### config.mk
export PLATFORM = sky130hd
export DESIGN_NAME = gpio_dir_sequencer_flat
export DESIGN_NICKNAME = d
export VERILOG_FILES = /design/src/rtl/gpio_dir_sequencer_if.sv /design/src/rtl/gpio_dir_sequencer.sv /design/src/flat_wrapper.sv
export SDC_FILE = /design/constraint.sdc
export NUM_CORES = 1
export LEC_CHECK = 0
export CAP_MARGIN = 15
export CORE_UTILIZATION = 35
export CTS_BUF_LIST = sky130_fd_sc_hd__clkbuf_16
export DETAILED_ROUTE_END_ITERATION = 7
export GPL_TIMING_DRIVEN = 0
export PLACE_DENSITY_LB_ADDON = 0.1
export SYNTH_ARGS = -nofsm -noshare
export SYNTH_HDL_FRONTEND = slang
export SYNTH_SLANG_ARGS = --single-unit
### constraint.sdc
create_clock -name clk -period 4.8 [get_ports clk]
set_input_delay 0.96 -clock clk [delete_from_list [all_inputs] [get_ports clk]]
set_output_delay 0.96 -clock clk [all_outputs]
set_load 0.1 [all_outputs]
### src/rtl/gpio_dir_sequencer_if.sv
// Command channel into the GPIO direction sequencer. One atomic update is a
// {drive value, tri-state mask} pair that moves on a valid/ready handshake.
interface gpio_dir_sequencer_if #(
    parameter int WIDTH = 72
);
    logic             cmd_valid;
    logic             cmd_ready;
    logic [WIDTH-1:0] cmd_w;
    logic [WIDTH-1:0] cmd_s;

    modport master (
        output cmd_valid,
        output cmd_w,
        output cmd_s,
        input  cmd_ready
    );

    modport slave (
        input  cmd_valid,
        input  cmd_w,
        input  cmd_s,
        output cmd_ready
    );
endinterface

### src/rtl/gpio_dir_sequencer.sv
// GPIO direction sequencer: owns the gpio_w / gpio_s buses feeding the pad
// tri-state buffers and applies {value, direction} updates break-before-make.
// Any pin whose direction changes sits high-Z for DEAD_CYCLES clocks before
// the new drive values appear. Also synchronises the pad read-back bus.
// reset_n asserts asynchronously; its release is expected to be aligned to
// clk by the board reset generator.
module gpio_dir_sequencer #(
    parameter int WIDTH       = 72,
    parameter int DEAD_CYCLES = 4,
    parameter int CNT_W       = 16
) (
    input  logic                 clk,
    input  logic                 reset_n,
    gpio_dir_sequencer_if.slave  cmd,
    output logic [WIDTH-1:0]     gpio_w,
    output logic [WIDTH-1:0]     gpio_s,
    input  logic [WIDTH-1:0]     pad_r,
    output logic [WIDTH-1:0]     gpio_r,
    output logic                 busy,
    output logic                 done,
    output logic [CNT_W-1:0]     commit_cnt
);

    localparam int DEAD_W = (DEAD_CYCLES > 1) ? $clog2(DEAD_CYCLES) : 1;

    typedef enum logic [0:0] {
        IDLE = 1'b0,
        DEAD = 1'b1
    } state_t;

    state_t             state_reg;
    logic [DEAD_W-1:0]  dead_cnt_reg;
    logic [WIDTH-1:0]   gpio_w_reg;
    logic [WIDTH-1:0]   gpio_s_reg;
    logic [WIDTH-1:0]   lat_w_reg;
    logic [WIDTH-1:0]   lat_s_reg;
    logic               ready_reg;
    logic               done_reg;
    logic [CNT_W-1:0]   commit_cnt_reg;
    logic               accept;

    // A command is taken only while the registered ready is high.
    assign accept = cmd.cmd_valid & ready_reg;

    // Sequencer FSM: immediate commit when no pin changes direction, otherwise
    // tri-state the changing pins and hold for the dead-time before commit.
    always_ff @(posedge clk or negedge reset_n) begin
        if (!reset_n) begin
            state_reg      <= IDLE;
            dead_cnt_reg   <= '0;
            gpio_w_reg     <= '0;
            gpio_s_reg     <= '1;
            lat_w_reg      <= '0;
            lat_s_reg      <= '0;
            ready_reg      <= 1'b1;
            done_reg       <= 1'b0;
            commit_cnt_reg <= '0;
        end else begin
            done_reg <= 1'b0;
            case (state_reg)
                IDLE: begin
                    if (accept) begin
                        if ((gpio_s_reg ^ cmd.cmd_s) == '0) begin
                            gpio_w_reg     <= cmd.cmd_w;
                            gpio_s_reg     <= cmd.cmd_s;
                            done_reg       <= 1'b1;
                            commit_cnt_reg <= commit_cnt_reg + CNT_W'(1);
                        end else begin
                            // Pins driven before and after keep their old value;
                            // every other pin that is or becomes an input is high-Z.
                            lat_w_reg    <= cmd.cmd_w;
                            lat_s_reg    <= cmd.cmd_s;
                            gpio_s_reg   <= gpio_s_reg | cmd.cmd_s;
                            dead_cnt_reg <= DEAD_W'(DEAD_CYCLES - 1);
                            state_reg    <= DEAD;
                            ready_reg    <= 1'b0;
                        end
                    end
                end
                DEAD: begin
                    if (dead_cnt_reg != '0) begin
                        dead_cnt_reg <= dead_cnt_reg - DEAD_W'(1);
                    end else begin
                        gpio_w_reg     <= lat_w_reg;
                        gpio_s_reg     <= lat_s_reg;
                        done_reg       <= 1'b1;
                        commit_cnt_reg <= commit_cnt_reg + CNT_W'(1);
                        state_reg      <= IDLE;
                        ready_reg      <= 1'b1;
                    end
                end
                default: begin
                    state_reg <= IDLE;
                    ready_reg <= 1'b1;
                end
            endcase
        end
    end

    // Two-flop synchroniser per pin for the asynchronous pad read-back.
    generate
        for (genvar gi = 0; gi < WIDTH; gi++) begin : g_sync
            logic meta_reg;
            logic sync_reg;

            // Ungated double-flop; independent of the sequencer state.
            always_ff @(posedge clk or negedge reset_n) begin
                if (!reset_n) begin
                    meta_reg <= 1'b0;
                    sync_reg <= 1'b0;
                end else begin
                    meta_reg <= pad_r[gi];
                    sync_reg <= meta_reg;
                end
            end

            assign gpio_r[gi] = sync_reg;
        end
    endgenerate

    assign cmd.cmd_ready = ready_reg;
    assign busy          = ~ready_reg;
    assign done          = done_reg;
    assign gpio_w        = gpio_w_reg;
    assign gpio_s        = gpio_s_reg;
    assign commit_cnt    = commit_cnt_reg;

endmodule

### src/flat_wrapper.sv
// flat-port wrapper written by rule: the top's interface ports become plain ports
module gpio_dir_sequencer_flat 
#(
    parameter int WIDTH       = 72,
    parameter int DEAD_CYCLES = 4,
    parameter int CNT_W       = 16
)
  (clk, reset_n, gpio_w, gpio_s, pad_r, gpio_r, busy, done, commit_cnt, cmd_cmd_valid, cmd_cmd_w, cmd_cmd_s, cmd_cmd_ready);
  gpio_dir_sequencer_if #(.WIDTH(WIDTH)) cmd_i ();
  input  logic clk;
  input  logic reset_n;
  output logic [WIDTH-1:0] gpio_w;
  output logic [WIDTH-1:0] gpio_s;
  input  logic [WIDTH-1:0] pad_r;
  output logic [WIDTH-1:0] gpio_r;
  output logic busy;
  output logic done;
  output logic [CNT_W-1:0] commit_cnt;
  input wire logic [$bits(cmd_i.cmd_valid)-1:0] cmd_cmd_valid;
  input wire logic [$bits(cmd_i.cmd_w)-1:0] cmd_cmd_w;
  input wire logic [$bits(cmd_i.cmd_s)-1:0] cmd_cmd_s;
  output wire logic [$bits(cmd_i.cmd_ready)-1:0] cmd_cmd_ready;
  assign cmd_i.cmd_valid = cmd_cmd_valid;
  assign cmd_i.cmd_w = cmd_cmd_w;
  assign cmd_i.cmd_s = cmd_cmd_s;
  assign cmd_cmd_ready = cmd_i.cmd_ready;
  gpio_dir_sequencer #(.WIDTH(WIDTH), .DEAD_CYCLES(DEAD_CYCLES), .CNT_W(CNT_W)) u_core (.clk(clk), .reset_n(reset_n), .cmd(cmd_i), .gpio_w(gpio_w), .gpio_s(gpio_s), .pad_r(pad_r), .gpio_r(gpio_r), .busy(busy), .done(done), .commit_cnt(commit_cnt));
endmodule
* Yosys cells after proc, flatten, opt, wreduce, memory -nomap -nowiden
Cells that the tools add are included.
** Word-level totals
- Register bits :: 453
- Latch bits :: 0
- Memory bits (writable) :: 0
- ROM bits :: 0
- Input port bits :: 219
- Output and inout port bits :: 235
- Memories :: 0
** Cells by class
- Add/sub/neg operators :: 2
- Multipliers :: 0
- Div/mod/pow operators :: 0
- $lt $le $gt $ge :: 0
- Equal/unequal tests :: 5
- Shifts and indexed selects :: 0
- Muxes and demuxes :: 28
- Bitwise gates (word level) :: 6
- Reduce and logical (&&, ||, !) cells :: 7
** Operators with widths (number)
- $mux W72 :: 6
- $pmux W72 S2 :: 2
- $logic_not A72 Y1 :: 1
- $or A72 B72 Y72 :: 1
- $xor A72 B72 Y72 :: 1
- $mux W16 :: 3
- $pmux W16 S2 :: 1
- $add A16 B1 Y16 const B :: 1
- $reduce_and A3 Y1 :: 4
- $mux W1 :: 9
- $mux W2 :: 3
- $ne A2 B2 Y1 const B :: 3
- $pmux W1 S2 :: 3
- $ne A2 B1 Y1 const B :: 2
- $pmux W2 S2 :: 1
- $not A1 Y1 :: 3
- $reduce_and A2 Y1 :: 1
- $reduce_bool A2 Y1 :: 1
- $sub A2 B1 Y2 const B :: 1
- $and A1 B1 Y1 :: 1

* Logic depth before layout (Yosys ltp)
- Depth after elaboration :: 5
- Depth in mapped cells :: 10
- Depth with buffers taken out :: 8

* Worst setup path before layout
OpenSTA, ideal clock, no wires.
- Kind :: in2reg
- Start :: input cmd_cmd_s[17]
- End :: register u_core.lat_s_reg[10]
- Library setup time :: 0.127 ns
- Data arrival time :: 3.027 ns
- Required time :: 4.673 ns
- Path slack :: 1.646 ns
- Cell stages on the path :: 10
- Path buffers :: 3
- Path through :: inv_1 -> ha_1 -> nor4_1 -> nand4_1 -> or3_1 -> clkbuf_1 -> o21ai_2 -> buf_4 -> buf_6 -> mux2_1
** On the way
- Longest elaborated chain between the ends :: 4
** RTL lines
- start: declaration :: line flat_wrapper.sv:21 : input wire logic [$bits(cmd_i.cmd_s)-1:0] cmd_cmd_s;
- $xor A72 B72 Y72 :: line gpio_dir_sequencer.sv:63 : if ((gpio_s_reg ^ cmd.cmd_s) == '0) begin
- $logic_not A72 Y1 :: line gpio_dir_sequencer.sv:63
- $not A1 Y1 (no line)
- $reduce_and A3 Y1 (no line)
- end signal: assignment :: line gpio_dir_sequencer.sv:72 : lat_s_reg <= cmd.cmd_s;
- end: declaration :: line gpio_dir_sequencer.sv:36 : logic [WIDTH-1:0] lat_s_reg;
Every way passes these cells.
A chain may end at the register's enable or synchronous reset.

* Worst setup path in the final report
- Start :: input cmd_cmd_s[20]
- End :: register u_core.gpio_w_reg[70], in the netlist u_core.gpio_w[70]
** On the way
- Longest elaborated chain between the ends :: 4
** RTL lines
- $xor A72 B72 Y72 :: line gpio_dir_sequencer.sv:63
- $logic_not A72 Y1 :: line gpio_dir_sequencer.sv:63
- $ne A2 B1 Y1 (no line)
- $reduce_and A3 Y1 (no line)
- end signal: assignment :: line gpio_dir_sequencer.sv:64 : gpio_w_reg <= cmd.cmd_w;
- end signal: assignment :: line gpio_dir_sequencer.sv:84 : gpio_w_reg <= lat_w_reg;
- end: declaration :: line gpio_dir_sequencer.sv:33 : logic [WIDTH-1:0] gpio_w_reg;
Every way passes these cells.

==> results_dict.tcl <==
set metrics [dict create \
    critPathMaxFanout 10 \
    synth_adder_area_share 0.0452 \
    synth_compound_area_frac 0.0823 \
    relSlewSlack 0.229 \
    endpoint_kind "register" \
    clockPowerShare 0.268 \
    post-place-ws_ns -0.664 \
    antenna_found_initial 8 \
    seqPwrFrac 0.355 \
    power_mw 14.9 \
    synth_seq_area_share 0.558 \
    viasPerCell 5.02 \
    cts.reportedPaths.clkPinSlew_ns 0.06 \
    min_period_ns 4.66 \
    vias 15277 \
    cts_max_level 2 \
    rsz0062_at_grt "false" \
    port-buffer-count 453 \
    swShare 0.402 \
    die_h_um 244 \
    synth_edf_count 0 \
    final_util 0.481 \
    cts_buffer_depth 3 \
    cts_tree "done" \
    synth_top_family_by_area "multiplexers" \
    post_cts_buffers 0 \
    hold_class "primary input to async pin" \
    drv_slew 0 \
    status "finished clean" \
    io_pins 454 \
    dp.cells 2947 \
    tightest_slew_ns 1.15 \
    met2WireLength_um 30100 \
    fin_nets 2529 \
    clock_latency_ns 0.61 \
    wl_per_cell_um 20.2 \
    first_pass_iters 5 \
    finalHoldViolations 0 \
    skew_ns 0.0209 \
    wl_met1_um 25700 \
    start_util 0.354 \
    cts_made_buffers 52 \
    syn_nets 2018 \
    setup_ws_ns 0.142 \
    yosysUniqueCellTypes 45 \
    cap_violations 0 \
    intPower_mw 8.88 \
    hold_ws_ns 0.264 \
    drc 0 \
    drt_iter0_drc 845 \
    synthSimpleGateAreaFrac 0.0708 \
    peakVddDrop_mv 0.521 \
    synthCells 1725 \
    antenna_left 0 \
    period_share 0.970 \
    row_count 88 \
    core_area_um2 57800 \
    tns_ns 0 \
    fill_cells 5304 \
    grt_start_max_net_pins 117 \
    dieArea_um2 59500 \
    p_switching_mw 5.97 \
    powerDensity_nw_per_um2 534 \
    yosysWarnings 0 \
    fmax_mhz 215 \
    yosys_most_used_dff "dfrtp_1" \
    p_comb_frac 0.377 \
    avgSynthCellArea_um2 11.9 \
    post_dp_cell_area_um2 26100 \
    area_delta_synth_final_pct 35.7 \
    dp_hpwl_um 44000 \
    clockRootBuffer "clkbuf_16" \
    synth_mux_area_frac 0.159 \
    fin_area_um2 27800 \
    postCtsHoldBufs 0 \
    gp_congestion 0.817 \
    cts.repair.resized 1 \
    fp.dieW_um 244 \
    gr-total-overflow 0 \
    top_layer_used "met5" \
    synth_seq_cells 453 \
    first_global_vias 15880 \
    drive_gt1_frac 0.199 \
    p_leak_nw 12.6 \
    routed_wl_um 61600 \
    dr_wl_met3_um 4390 \
    syn_area_um2 20500 \
    required_ns 5.28 \
    worst_setup_path_start_kind "primary input" \
    worst-setup-path-type "primary input to register" \
    track_usage 0.206 \
    setup_viol 0 \
    worstPathArrival_ns 5.14 \
    fin_cells 3046 \
    async_flop_share 1.00 \
    grt_first_pass_wirelength_um 94600 \
    cts.sinks 453 \
    synth_xor_area_frac 0.00470 \
]
==> Yosys cell counts (all sizes together) (4+ instances only) <==
master	n	area (µm²)
nand3	80	400
ha	74	926
nand4	46	288
mux2	289	3250
a21oi	111	556
o31ai	5	37.5
dfstp	73	1920
a31o	36	315
a22oi	37	278
and3	6	37.5
xnor2	6	52.6
nor4	18	113
nor2	79	297
nand2	5	18.8
and2	5	31.3
nor3	39	200
inv	150	563
a41oi	4	35.0
buf	108	807
dfrtp	380	9510
xor2	5	43.8
clkbuf	74	278
o21ai	75	379
==> power groups by stage <==
stage          Clock [mW]  Combinational [mW]  Sequential [mW]
4_1_cts              4.12                5.66             5.28
6_report             3.98                5.60             5.28
3_3_place_gp            0                5.55             5.32
5_1_grt              4.27                5.91             5.40
3_5_place_dp            0                5.64             5.33
2_1_floorplan           0                1.91             7.43
==> cells in the final DEF, fill, tap and decap left out, drive strengths merged, types with 2 or more instances in the layout <==
| cell | Yosys | final |
|---|---|---|
| a41oi | 4 | 4 |
| a31oi | 3 | 3 |
| o21a | 2 | 2 |
| nand2 | 5 | 5 |
| xnor2 | 6 | 6 |
| a31o | 36 | 36 |
| and4 | 2 | 2 |
| nand4 | 46 | 46 |
| and3 | 6 | 6 |
| nor3 | 39 | 39 |
| bufinv | 0 | 6 |
| and2 | 5 | 5 |
| dfrtp | 380 | 380 |
| dfstp | 73 | 73 |
| o21ai | 75 | 75 |
| nand3 | 80 | 80 |
| a221o | 2 | 2 |
| clkdlybuf4s50 | 0 | 452 |
| ha | 74 | 74 |
| mux2 | 289 | 289 |
| nor2 | 79 | 79 |
| o211ai | 2 | 2 |
| clkbuf | 74 | 126 |
| nor4 | 18 | 18 |
| inv | 150 | 155 |
| xor2 | 5 | 5 |
| clkinvlp | 0 | 2 |
| a22oi | 37 | 37 |
| buf | 108 | 113 |
| a21oi | 111 | 111 |
| diode | 0 | 2 |
| clkinv | 0 | 32 |
| o31ai | 5 | 5 |
| nor2b | 2 | 2 |
==> path summary, 6_finish.rpt <==
path | startpoint | to | slack [ns] | depth (start not counted)
max in group asynchronous | reset_n | u_core.gpio_w[64] | 3.54 | 2
worst min-delay path | reset_n | u_core.g_sync[58].sync_reg | 0.26 | 1
worst max register to register | u_core.gpio_s[20] | u_core.gpio_w[70] | 0.51 | 10
worst min register to register | u_core.g_sync[28].meta_reg | u_core.g_sync[28].sync_reg | 0.34 | 0
worst max-delay path | cmd_cmd_s[20] | u_core.gpio_w[70] | 0.14 | 11
min in group clk | u_core.g_sync[28].meta_reg | u_core.g_sync[28].sync_reg | 0.34 | 0
==> cells by family (layout without fill, tap and decap cells) <==
logic type,Yosys count,in the layout
fa+ha+maj,74,74
simple gates,287,287
compound gates,279,279
flops,453,453
other cells,0,2
mux,289,289
buf+inv,332,886
xor+xnor,11,11
==> per-layer routing <==
layer / global-route usage / up-vias
li1: - / 6994
met1: 0.260 / 7739
met2: 0.345 / 443
met3: 0.0558 / 91
met4: 0.0594 / 10
met5: 0 / -
==> worst max-delay path, cell delays in order <==
cell and delay, ns:
clkdlybuf4s50_1 0.55, inv_1 0.07, ha_1 0.41, nor4_2 0.67, nand4_1 0.22, nor3_2 0.78, a31oi_1 0.43, inv_2 0.22
buf_4 0.21, buf_4 0.24, mux2_2 0.36
==> area by class of cell <==
type / instances / area [µm²] / share of cell area
clock inverter: 45 / 397 / 0.0143
antenna: 2 / 5.00 / 0.000180
clock buffer: 52 / 1300 / 0.0468
timing repair buffer: 457 / 4650 / 0.167
sequential: 453 / 11400 / 0.411
inverter: 150 / 563 / 0.0203
multi-input combinational: 940 / 7420 / 0.267
buffer: 182 / 1080 / 0.0390
tap: 765 / 957 / 0.0344
Note: power is estimated with default switching activity, not from simulation.
